==> src/rtl/e203_exu_pkg.sv <==
// Shared EXU write-back types and constants.
//   XLEN       : width of a write-back value
//   RFIDX_W    : register-file index width
//   RF_X0_IDX  : index of the hard-wired zero register
//   wbck_req_t : one write-back request {wdat, rdidx}
package e203_exu_pkg;

    localparam int XLEN    = 32;
    localparam int RFIDX_W = 5;

    localparam logic [RFIDX_W-1:0] RF_X0_IDX = 5'd0;

    typedef struct packed {
        logic [XLEN-1:0]    wdat;
        logic [RFIDX_W-1:0] rdidx;
    } wbck_req_t;

endpackage

==> src/rtl/e203_exu_wbck_fifo.sv <==
// Small synchronous FIFO holding long-pipe write-back requests.
//   clk, rst  : clock, asynchronous active-high reset (empties the FIFO)
//   push      : write push_data at the tail (ignored while full)
//   pop       : drop the head entry (ignored while empty)
//   head      : current head entry (zero when empty after reset)
//   full/empty/count : occupancy status, all from registered state
module e203_exu_wbck_fifo
    import e203_exu_pkg::*;
#(
    parameter int DEPTH = 2
) (
    input  logic                     clk,
    input  logic                     rst,
    input  logic                     push,
    input  wbck_req_t                push_data,
    input  logic                     pop,
    output wbck_req_t                head,
    output logic                     full,
    output logic                     empty,
    output logic [$clog2(DEPTH):0]   count
);

    localparam int PTR_W = $clog2(DEPTH);
    localparam int CNT_W = PTR_W + 1;
    localparam logic [PTR_W-1:0] PTR_ONE  = PTR_W'(1);
    localparam logic [CNT_W-1:0] CNT_ONE  = CNT_W'(1);
    localparam logic [CNT_W-1:0] CNT_FULL = CNT_W'(DEPTH);

    wbck_req_t        mem_r [DEPTH];
    logic [PTR_W-1:0] wr_ptr_r;
    logic [PTR_W-1:0] rd_ptr_r;
    logic [CNT_W-1:0] count_r;
    logic             push_ok_s;
    logic             pop_ok_s;

    // Status decode and guarded handshakes so the buffer can never over/underflow.
    always_comb begin
        full      = (count_r == CNT_FULL);
        empty     = (count_r == '0);
        count     = count_r;
        head      = mem_r[rd_ptr_r];
        push_ok_s = push && !full;
        pop_ok_s  = pop && !empty;
    end

    // Entry storage; cleared on reset so the head is never X.
    always_ff @(posedge clk or posedge rst) begin
        if (rst) begin
            for (int i = 0; i < DEPTH; i++) begin
                mem_r[i] <= '0;
            end
        end else if (push_ok_s) begin
            mem_r[wr_ptr_r] <= push_data;
        end
    end

    // Pointers and occupancy; pointers wrap naturally because DEPTH is a power of two.
    always_ff @(posedge clk or posedge rst) begin
        if (rst) begin
            wr_ptr_r <= '0;
            rd_ptr_r <= '0;
            count_r  <= '0;
        end else begin
            if (push_ok_s) begin
                wr_ptr_r <= wr_ptr_r + PTR_ONE;
            end
            if (pop_ok_s) begin
                rd_ptr_r <= rd_ptr_r + PTR_ONE;
            end
            case ({push_ok_s, pop_ok_s})
                2'b10:   count_r <= count_r + CNT_ONE;
                2'b01:   count_r <= count_r - CNT_ONE;
                default: count_r <= count_r;
            endcase
        end
    end

endmodule

==> src/rtl/e203_exu_wbck_arb.sv <==
// Integer register-file write-back arbiter.
// ALU results pass straight through to the write port; long-pipe (LSU/MULDIV)
// results are buffered in a small FIFO and normally win because they are older.
// A starvation counter forces an ALU grant after STARVE_MAX lost cycles.
//   alu_wbck_i_*   : ALU result handshake (valid/ready, wdat, rdidx)
//   longp_wbck_i_* : long-pipe result handshake (valid/ready, wdat, rdidx, err)
//   rf_wbck_o_*    : register-file write port (ena, wdat, rdidx)
//   longp_pend_o   : long-pipe FIFO holds at least one entry
module e203_exu_wbck_arb
    import e203_exu_pkg::*;
#(
    parameter int LFIFO_DEPTH = 2,
    parameter int STARVE_MAX  = 4
) (
    input  logic               clk,
    input  logic               rst,
    input  logic               alu_wbck_i_valid,
    output logic               alu_wbck_i_ready,
    input  logic [XLEN-1:0]    alu_wbck_i_wdat,
    input  logic [RFIDX_W-1:0] alu_wbck_i_rdidx,
    input  logic               longp_wbck_i_valid,
    output logic               longp_wbck_i_ready,
    input  logic [XLEN-1:0]    longp_wbck_i_wdat,
    input  logic [RFIDX_W-1:0] longp_wbck_i_rdidx,
    input  logic               longp_wbck_i_err,
    output logic               rf_wbck_o_ena,
    output logic [XLEN-1:0]    rf_wbck_o_wdat,
    output logic [RFIDX_W-1:0] rf_wbck_o_rdidx,
    output logic               longp_pend_o
);

    localparam int CNT_W = $clog2(LFIFO_DEPTH) + 1;
    localparam int STV_W = $clog2(STARVE_MAX + 1);
    localparam logic [STV_W-1:0] STV_MAX_C = STV_W'(STARVE_MAX);
    localparam logic [STV_W-1:0] STV_ONE_C = STV_W'(1);

    wbck_req_t        push_req_s;
    wbck_req_t        head_s;
    logic             fifo_push_s;
    logic             fifo_pop_s;
    logic             fifo_full_s;
    logic             fifo_empty_s;
    logic [CNT_W-1:0] fifo_count_s;
    logic             force_alu_s;
    logic             fifo_grant_s;
    logic [STV_W-1:0] starve_cnt_r;
    logic [STV_W-1:0] starve_nxt_s;

    e203_exu_wbck_fifo #(
        .DEPTH     (LFIFO_DEPTH)
    ) u_lfifo (
        .clk       (clk),
        .rst       (rst),
        .push      (fifo_push_s),
        .push_data (push_req_s),
        .pop       (fifo_pop_s),
        .head      (head_s),
        .full      (fifo_full_s),
        .empty     (fifo_empty_s),
        .count     (fifo_count_s)
    );

    // Long-pipe intake: errored or x0 results are accepted but never occupy a slot.
    always_comb begin
        push_req_s.wdat    = longp_wbck_i_wdat;
        push_req_s.rdidx   = longp_wbck_i_rdidx;
        longp_wbck_i_ready = !rst && !fifo_full_s;
        if (longp_wbck_i_valid && longp_wbck_i_ready && !longp_wbck_i_err
            && (longp_wbck_i_rdidx != RF_X0_IDX)) begin
            fifo_push_s = 1'b1;
        end else begin
            fifo_push_s = 1'b0;
        end
    end

    // Grant selection and write-port drive; the ALU path stays on the port whenever
    // the FIFO is not granted so the data/index lines are never X.
    always_comb begin
        force_alu_s  = (starve_cnt_r == STV_MAX_C);
        fifo_grant_s = !fifo_empty_s && !force_alu_s;
        fifo_pop_s   = fifo_grant_s;
        longp_pend_o = (fifo_count_s != '0);
        if (fifo_grant_s) begin
            alu_wbck_i_ready = 1'b0;
            rf_wbck_o_wdat   = head_s.wdat;
            rf_wbck_o_rdidx  = head_s.rdidx;
            rf_wbck_o_ena    = !rst && (head_s.rdidx != RF_X0_IDX);
        end else begin
            alu_wbck_i_ready = !rst;
            rf_wbck_o_wdat   = alu_wbck_i_wdat;
            rf_wbck_o_rdidx  = alu_wbck_i_rdidx;
            rf_wbck_o_ena    = !rst && alu_wbck_i_valid && (alu_wbck_i_rdidx != RF_X0_IDX);
        end
    end

    // Starvation next state: counts consecutive cycles a valid ALU result loses to the FIFO.
    always_comb begin
        if (!alu_wbck_i_valid) begin
            starve_nxt_s = '0;
        end else if (!fifo_grant_s) begin
            starve_nxt_s = '0;
        end else if (starve_cnt_r != STV_MAX_C) begin
            starve_nxt_s = starve_cnt_r + STV_ONE_C;
        end else begin
            starve_nxt_s = starve_cnt_r;
        end
    end

    // Starvation counter register.
    always_ff @(posedge clk or posedge rst) begin
        if (rst) begin
            starve_cnt_r <= '0;
        end else begin
            starve_cnt_r <= starve_nxt_s;
        end
    end

endmodule

==> config.mk <==
export PLATFORM = sky130hd
export DESIGN_NAME = e203_exu_wbck_arb
export DESIGN_NICKNAME = d
export VERILOG_FILES = /design/src/rtl/e203_exu_pkg.sv /design/src/rtl/e203_exu_wbck_fifo.sv /design/src/rtl/e203_exu_wbck_arb.sv
export SDC_FILE = /design/constraint.sdc
export NUM_CORES = 1
export LEC_CHECK = 0
export BUFFER_PORTS_ARGS = -buffer_cell sky130_fd_sc_hd__buf_2
export CAP_MARGIN = 20
export CELL_PAD_IN_SITES_DETAIL_PLACEMENT = 0
export CELL_PAD_IN_SITES_GLOBAL_PLACEMENT = 1
export CORE_ASPECT_RATIO = 2
export CORE_MARGIN = 4
export CORE_UTILIZATION = 44
export DETAILED_ROUTE_END_ITERATION = 6
export PLACE_DENSITY_LB_ADDON = 0.1
export SYNTH_ARGS = -nofsm -noshare
export SYNTH_HDL_FRONTEND = slang
export SYNTH_SLANG_ARGS = --single-unit
==> constraint.sdc <==
create_clock -name clk -period 3.2 [get_ports clk]
set_input_delay 0.16 -clock clk [delete_from_list [all_inputs] [get_ports clk]]
set_output_delay 0.16 -clock clk [all_outputs]
set_load 0.01 [all_outputs]
### Word-level counts from Yosys, hierarchy flattened

Cells that the tools add are included.

| storage, ports and cells | value |
|---|---|
| register bits | 81 |
| latch bits | 0 |
| memory bits (writable) | 0 |
| bits in read-only memories | 0 |
| input port bits | 79 |
| memories kept | 0 |

| cells by class | value |
|---|---|
| $add $sub $neg | 5 |
| multipliers | 0 |
| divide/modulo/power cells | 0 |
| magnitude comparators | 3 |
| equality and inequality tests | 6 |
| shifts and indexed selects | 0 |
| muxes and demuxes | 15 |
| bitwise logic cells | 2 |
| reductions and logical operators | 22 |

Operator list:

| operator | count |
|---|---|
| two-way mux 37 bit | 4 |
| bitwise mux 74 bit | 1 |
| demux 37 bit (select 1 bit) | 1 |
| two-way mux 32 bit | 1 |
| nonzero test 5 bit | 3 |
| logical AND 1 bit | 11 |
| two-way mux 3 bit | 3 |
| inequality test 3 bit (second input constant) | 2 |
| logical NOT 1 bit | 5 |
| two-way mux 5 bit | 1 |
| equality test 2 bit (second input constant) | 2 |
| greater-or-equal comparator 2 bit (second input constant) | 2 |
| inverter 1 -> 2 bit | 2 |
| one-hot mux 2 bit (2 select lines) | 1 |
| nonzero test 2 bit | 2 |
| adder 3 x 1 -> 3 bit (second input constant) | 1 |
| equality test 3 bit (second input constant) | 1 |
| two-way mux 1 bit | 3 |
| adder 1 bit (second input constant) | 2 |
| adder 2 x 1 -> 2 bit (second input constant) | 1 |
| equality test 2 x 1 -> 1 bit (second input constant) | 1 |
| logical NOT 2 bit | 1 |
| < comparator 2 x 1 -> 1 bit (second input constant) | 1 |
| subtractor 2 x 1 -> 2 bit (second input constant) | 1 |

### Logic depth before layout (Yosys ltp)

Gate-level depths: netlist of the first run.

| logic depth | value |
|---|---|
| depth in word-level cells | 10 |
| mapped depth | 9 |
| gate-level depth less buffers | 9 |

### Hierarchy

A second synthesis of the first run with hierarchy kept.

| second synthesis, totals | value |
|---|---|
| cell total of the unflattened synthesis | 362 |
| area total of the unflattened synthesis | 4359.2 sq um |

By module, submodules not included:

| module | instances | cells an instance | area each (sq um) | seq. area each (sq um) |
|---|---|---|---|---|
| e203_exu_wbck_fifo | 1 | 216 | 3676.0 | 1951.9 |
| e203_exu_wbck_arb | 1 | 146 | 683.2 | 75.1 |

### Worst setup path after synthesis of the first run

Ideal clock, no wire load.

| timing | value |
|---|---|
| kind | register -> register |
| start point | register u_lfifo.count_r[0] (netlist: u_lfifo.count[0]) |
| end point | register u_lfifo.count_r[1] (netlist: u_lfifo.count[1]) |
| data arrival time | 1.510 ns |
| data required time | 3.121 ns |
| slack | 1.611 ns |
| cell stages (with the launch flop) | 7 |
| path through | dfrtp_1 > or2_2 > nand2_1 > inv_1 > ha_1 > nor2_1 > xor2_1 |

| on the way | value |
|---|---|
| elaborated cells on any way between the ends | 18 |

RTL lines:

| element | RTL line | text |
|---|---|---|
| start, declared | e203_exu_wbck_fifo.sv:32 | `logic [CNT_W-1:0] count_r;` |
| start signal, assigned | e203_exu_wbck_fifo.sv:71 | `2'b10: count_r <= count_r + CNT_ONE;` |
| start signal, assigned | e203_exu_wbck_fifo.sv:72 | `2'b01: count_r <= count_r - CNT_ONE;` |
| start signal, assigned | e203_exu_wbck_fifo.sv:73 | `default: count_r <= count_r;` |
| logical NOT 2 bit (*) | e203_exu_wbck_fifo.sv:39 | `empty = (count_r == '0);` |
| logical NOT 1 bit (*) | e203_exu_wbck_fifo.sv:43, e203_exu_wbck_arb.sv:80 |  |
| logical AND 1 bit | e203_exu_wbck_arb.sv:80 | `fifo_grant_s = !fifo_empty_s && !force_alu_s;` |
| logical AND 1 bit (*) | e203_exu_wbck_fifo.sv:43 | `pop_ok_s = pop && !empty;` |
| named net u_lfifo.pop_ok_s | e203_exu_wbck_fifo.sv:34 | `logic pop_ok_s;` |
| equality test 2 x 1 -> 1 bit / equality test 2 bit (equally long branches) | e203_exu_wbck_fifo.sv:70 | `case ({push_ok_s, pop_ok_s})` |
| one-hot mux 2 bit (2 select lines) / nonzero test 2 bit (equally long branches) | - |  |

The timed path passes the listed nets; every way through them passes the cells marked *.
A chain may end at the register's enable or synchronous reset.

### Final worst setup path of the first run

| timing | value |
|---|---|
| start point | register u_lfifo.count_r[0] (netlist: u_lfifo.count[0]) |
| end point | output port rf_wbck_o_wdat[17] |

| on the way | value |
|---|---|
| longest elaborated chain between the ends | 4 |

RTL lines:

| element | RTL line | text |
|---|---|---|
| logical NOT 2 bit | e203_exu_wbck_fifo.sv:39 |  |
| logical NOT 1 bit | e203_exu_wbck_arb.sv:80 |  |
| logical AND 1 bit | e203_exu_wbck_arb.sv:80 |  |
| two-way mux 32 bit | e203_exu_wbck_arb.sv:83 | `if (fifo_grant_s) begin` |
| end, declared | e203_exu_wbck_arb.sv:27 | `output logic [XLEN-1:0] rf_wbck_o_wdat,` |

Every way passes these cells.

==> impl_metrics.py, run 1 <==
metrics = {
    "setup_path": {
        "path_max_fanout": 50,
        "r2r_start": "u_lfifo.count[0]",
        "critPathKind": "flip-flop to output port",
        "required_ps": 3040,
        "crit_slowest_cell": "buf_4",
        "r2r_slack_ps": 1200,
        "r2r-end": "u_lfifo.count[1]",
        "worstSetupEndpointType": "output port",
        "critPathTopFamily": "simple AND/OR/NAND/NOR gates",
        "startpoint_type": "flip-flop",
        "slowest_delay_ps": 450,
        "crit_path_cell_trace": "or2_2, nand2_2, buf_4, nand2_1, o21ai_0, buf_2",
        "cp.arrival_ps": 2210,
        "worst_r2r_path_depth": 6,
        "crit_buf_inv": 2,
    },
    "pwr": {
        "p_per_area_mw_per_mm2": 1041,
        "p_leak_nw": 2.555,
        "max-vdd-ir-drop_v": 0.0005583,
    },
    "synthesis": {
        "synth-seq-cells": 81,
        "synth_nets": 410,
        "syn-instance-count": 328,
        "synthArstFlopShare_pct": 100.0,
        "postSynthAreaPerCell_um2": 12.41,
        "synth-seq-area-share_pct": 49.80,
        "ys.flop_type": "dfrtp_1",
        "synth_warnings": 0,
        "syn_area_mm2": 0.004070,
        "ys_types": 27,
        "synth_edf_count": 0,
    },
    "grt": {
        "grt_max_degree": 51,
        "grt_pass1_wl_um": 14340,
        "grt_pass1_vias": 2903,
        "grt_overflow": 0,
        "antenna_found_initial": 0,
        "grtUsageTotal_pct": 16.37,
    },
    "layout": {
        "nets": 527,
        "antennaDiodeCount": 0,
        "drive_gt1_share_pct": 48.67,
        "area_growth_pct": 24.01,
        "fill_cells": 791,
    },
    "die": {
        "die_h_um": 144.0,
        "rows": 49,
        "die_w_um": 76.01,
        "initial_utilization_pct": 45.16,
        "dieArea_mm2": 0.01095,
        "num_io_pins": 120,
        "core-area_mm2": 0.009012,
    },
    "drt": {
        "post-route-drc-count": 0,
        "wl_um": 8682,
        "dr.pass1.iters": 3,
        "via_per_inst": 5.121,
        "ant_nets": 0,
        "wl_per_cell_um": 15.73,
        "vias": 2827,
        "drt-initial-drc-count": 102,
    },
    "clocking": {
        "clk_pin_slew_ps": 60,
        "cts_tree": "built",
        "clk_path_buf_depth": 2,
        "cts_sinks": 81,
        "cts_made_buffers": 9,
        "cts-root-buf": "clkbuf_16",
        "htreeDepth": 3,
        "insertion_delay_ps": 330,
        "post_cts_buffers": 0,
        "ctsResizeCount": 0,
        "hold_buffers": 0,
    },
    "timing": {
        "whs_ps": -1.828,
        "finalSetupTns_ps": 0,
        "rsz0062_at_grt": "false",
        "relSlewSlack_pct": 40.76,
        "max_freq_mhz": 422.6,
        "setup_slack_ps": 833.7,
        "period_share_pct": 73.95,
        "hold_viol_final": 8,
        "skew_ps": 5.366,
        "drv_slew": 0,
        "min_period_ps": 2366,
        "worst_slew_pin_slew_ps": 888.6,
        "setup_viol": 0,
    },
    "placement": {
        "portBuffers": 119,
        "dp_slack_ps": 1152,
        "gp_congestion": 0.7218,
        "hpwl_um": 6311,
    },
    "run": {
        "cap_violations": 0,
    },
    "run_status": {
        "violations": "negative hold slack",
        "status": "finished, violations left",
    },
    "worst_hold_path": {
        "worstHoldPathType": "primary input to async pin",
    },
}
registers in the layout, summed over array words and instances, names as in the netlist:
name,flops
u_lfifo.mem_r,74
starve_cnt_r,3
u_lfifo.count,2
u_lfifo.rd_ptr_r,1
u_lfifo.wr_ptr_r,1
stage by stage:
step | total power, mW | cells | hold slack [ps] | instance area, um^2 | utilization (%)
3_5_place_dp | 4.243 | 536 | 382.4 | 4736 | 52.55
6_report | 5.255 | 552 | -1.828 | 5047 | 56.00
2_1_floorplan | 3.484 | 328 | 291.7 | 4070 | -
3_3_place_gp | 4.190 | 536 | 364.7 | 4736 | 52.55
4_1_cts | 5.340 | 552 | 22.95 | 5047 | 56.00
5_1_grt | 5.674 | 552 | 61.04 | 5047 | 56.00
layout by cell type (no fill, tap or decap), drive strengths merged, types with 2 or more instances in the layout:
master and n:
xnor2 5, ha 3, bufinv 2, buf 125, nor2 9, clkbuf 10
clkinv 4, dfrtp 81, nor3 3, inv 4, nand2 43, mux2i 37
mux2 74, o21ai 37
kinds of logic (layout without fill, tap and decap cells):
kind of cell / after synthesis / in the layout / synth area share [%]
XOR/XNOR: 6 / 6 / 1.291
AO/OA/AOI/OAI: 40 / 40 / 5.349
adder cells (fa/ha/maj): 3 / 3 / 0.9223
flip-flops: 81 / 81 / 49.80
buffers and inverters: 24 / 146 / 3.105
multiplexers: 111 / 111 / 32.34
AND/OR/NAND/NOR: 63 / 63 / 7.194
routing by layer:
metal  vias to the layer above  GRT usage (%)  routed length [um]
li1                       1383              -                   -
met1                      1350          19.34                3451
met2                        78          28.39                4583
met3                        16          3.928                 455
met4                         0          6.660                 191
met5                         -              0                   0
worst max-delay path by stage:
stage	start	end	slack, ps	cells past startpoint
after detailed placement	u_lfifo.count[0]	rf_wbck_o_wdat[3]	1150	6
final	u_lfifo.count[0]	rf_wbck_o_wdat[17]	830	6
after floorplan	rst	starve_cnt_r[0]	960	1
after CTS	u_lfifo.count[0]	rf_wbck_o_wdat[21]	790	6
after global placement	u_lfifo.count[0]	rf_wbck_o_wdat[19]	1190	6
after global routing	u_lfifo.count[0]	rf_wbck_o_wdat[19]	530	6
layout make-up:
cell class	count	area, um^2	area share, %
inverters	5	20.02	0.3966
flip-flops and latches	81	2028	40.18
clock inverters	6	82.58	1.636
well taps	102	127.6	2.529
repair buffers	125	640.6	12.69
multi-input cells	223	1919	38.03
clock buffers	10	229.0	4.536
synthesized netlist by cell type, types with 5 or more instances:
cell / number / area [um^2]
mux2_4: 30 / 450.4
mux2i_1: 37 / 370.4
clkbuf_1: 5 / 18.77
nor2_1: 9 / 33.78
dfrtp_1: 81 / 2027
buf_2: 11 / 55.05
nand2_1: 43 / 161.4
xnor2_1: 5 / 43.79
inv_1: 5 / 18.77
mux2_2: 42 / 473.0
o21ai_0: 37 / 185.2
where the power goes:
group          leakage, nW  switching, mW  internal (mW)
combinational         1.42           1.05           1.23
clock                0.152          0.396          0.679
sequential           0.982          0.372           1.53
total                 2.56           1.82           3.44
worst register-to-register path, cell delays in order (launching register included):
cell	delay [ps]
dfrtp_1	410
or2_2	320
nand2_2	340
inv_1	170
ha_1	360
nor2_1	140
xor2_1	170
(Power assumes the default switching activity.)
==> run 2: changes to the inputs <==
- CORE_UTILIZATION: 44 -> 37
- clock period: 3.2 -> 2 ns (I/O delays scaled with it)
==> run 2 against run 1 <==
Net effect: the flow now finishes without violations; clock skew increased by 4.2 ps; combinational power increased by 75%; sequential share of layout area decreased by 1.6 points; critical path depth is the same; global-route usage shrank 1.3 points; flip-flop and latch count stayed put; register-to-register slack worse by 950 ps; core utilization decreased by 7.4 points; via count rose by 1.3%; cell count grew 7.8%; clock-buffer cell count grew 2; largest power group unchanged; highest routed layer unchanged.
==> impl_metrics.py, run 2 (synthesis results as in run 1) <==
metrics = {
    "timing": {
        "max_freq_mhz": 530.2,
        "drv_slew": 0,
        "skew_ps": 9.552,
        "period_share_pct": 94.31,
        "setup_slack_ps": 113.8,
        "min_period_ps": 1886,
        "rsz0062_at_grt": "false",
        "hold_viol_final": 0,
        "finalSetupTns_ps": 0,
        "worst_slew_pin_slew_ps": 457.5,
        "setup_viol": 0,
        "relSlewSlack_pct": 69.50,
    },
    "layout": {
        "fill_cells": 1032,
        "nets": 533,
        "antennaDiodeCount": 0,
        "regMostFlops": "u_lfifo.mem_r",
        "final_common_cell": "buf_2",
        "area_growth_pct": 29.02,
        "layout_common_cells": "buf_2 (119), dfrtp_1 (80), nand2_1 (42), mux2_2 (42)",
        "drive_gt1_share_pct": 48.57,
        "largest_register_ff_count": 74,
    },
    "clocking": {
        "cts_made_buffers": 9,
        "cts-root-buf": "clkbuf_16",
        "clk_pin_slew_ps": 60,
        "post_cts_buffers": 0,
        "cts_sinks": 81,
        "htreeDepth": 3,
        "clk_path_buf_depth": 2,
        "insertion_delay_ps": 330,
        "cts_tree": "built",
    },
    "pwr": {
        "netSwitchingPower_mw": 2.981,
        "combPwrFrac_pct": 45.5,
        "max-vdd-ir-drop_v": 0.0006238,
        "power_mw": 8.748,
        "clockPowerShare_pct": 20.8,
        "p_sw_share_pct": 34.08,
        "p_leak_nw": 2.619,
        "internal_power_mw": 5.767,
        "p_seq_share_pct": 33.6,
        "p_per_area_mw_per_mm2": 1666,
    },
    "setup_path": {
        "critPathKind": "flip-flop to output port",
        "path_max_fanout": 15,
        "worstSetupEndpointType": "output port",
        "required_ps": 1900,
        "startpoint_type": "flip-flop",
        "cp.arrival_ps": 1790,
        "crit_start": "u_lfifo.count[0]",
        "r2r_start": "u_lfifo.count[0]",
        "r2r_slack_ps": 250,
    },
    "die": {
        "num_io_pins": 120,
        "dieArea_mm2": 0.01284,
        "rows": 54,
        "die_w_um": 82.17,
        "die_h_um": 156.3,
        "core-area_mm2": 0.01081,
        "initial_utilization_pct": 37.65,
    },
    "drt": {
        "dr.pass1.iters": 4,
        "vias": 2863,
        "via_per_inst": 4.812,
        "met3_length_um": 455,
        "post-route-drc-count": 0,
        "wl_per_cell_um": 15.84,
        "ant_nets": 0,
        "wl_met1_um": 3569,
        "met2_length_um": 5210,
        "wl_um": 9427,
        "drt-initial-drc-count": 97,
        "highest_layer": "met4",
    },
    "worst_hold_path": {
        "worstHoldPathType": "primary input to flip-flop",
        "worstHoldStart": "longp_wbck_i_wdat[8]",
    },
    "placement": {
        "gp_congestion": 0.7722,
        "dp_slack_ps": 250.0,
        "portBuffers": 119,
        "hpwl_um": 6579,
    },
    "grt": {
        "grt_overflow": 0,
        "antenna_found_initial": 0,
        "grt_pass1_vias": 3018,
        "grt_pass1_wl_um": 14740,
        "grt_max_degree": 62,
        "grtUsageTotal_pct": 15.04,
    },
    "run": {
        "cap_violations": 0,
    },
    "run_status": {
        "status": "finished, final reports clean",
    },
}
==> run 2: changes by cell type in the layout (fill, tap and decap cells not counted), sizes merged <==
cell,before,now
bufinv,2,3
clkbuf,10,13
buf,125,128
clkinv,4,0
dlygate4sd3,0,2
==> run 2: area by class of cell <==
cell class                 count  area, um^2  area share, %
clock buffer                  12       236.5          4.503
clock inverter                 3       90.09          1.716
inverter                       5       22.52         0.4289
multi-input combinational    223        1924          36.65
sequential                    81        2028          38.62
tap                          140       175.2          3.336
timing repair buffer         131       774.5          14.75
==> run 2: worst paths after layout <==
check                                    end  depth (start not counted)
hold reg to reg              starve_cnt_r[0]                          1
hold / removal             u_lfifo.mem_r[50]                          2
setup reg to reg           u_lfifo.mem_r[59]                          5
max in group asynchronous   u_lfifo.rd_ptr_r                          4
min in group asynchronous   u_lfifo.count[0]                          4
setup / recovery               rf_wbck_o_ena                          6
==> run 2: layer usage <==
layer	GRT usage, %	up-vias
met5	0	-
met4	6.101	0
met3	3.226	12
met2	26.75	70
met1	16.93	1392
li1	-	1389
==> run 2: power by group through the flow <==
stage | registers (mW) | logic [mW] | clock network [mW]
floorplan | 2.79 | 2.78 | 0
global placement | 2.93 | 3.88 | 0
detailed placement | 2.96 | 3.95 | 0
CTS | 2.95 | 3.95 | 1.87
global route | 3.05 | 4.43 | 1.94
finish | 2.94 | 3.98 | 1.82
==> run 2: metrics by stage <==
step | hold slack, ps | util, % | area [um^2] | std cells
after floorplan | 231.7 | - | 4074 | 328
final | 12.01 | 48.58 | 5251 | 595
after detailed placement | 247.5 | 45.06 | 4871 | 577
after CTS | 1.700 | 48.26 | 5218 | 594
after global placement | 247.7 | 45.06 | 4871 | 577
after global routing | 0.7865 | 48.58 | 5251 | 595
==> run 2: worst max-delay path, cell delays in order (launching register included) <==
cell and delay (ps):
dfrtp_1 420, or2_2 340, nand2_4 130, buf_6 170
nor2_1 50, a32o_1 200, buf_2 140
==> run 2: timing repair <==
item                                    CTS  global route
endpoints found under the setup margin    0             1
hold buffers                              2             0
hold endpoints to repair                 55             0
resized for setup                         0             3
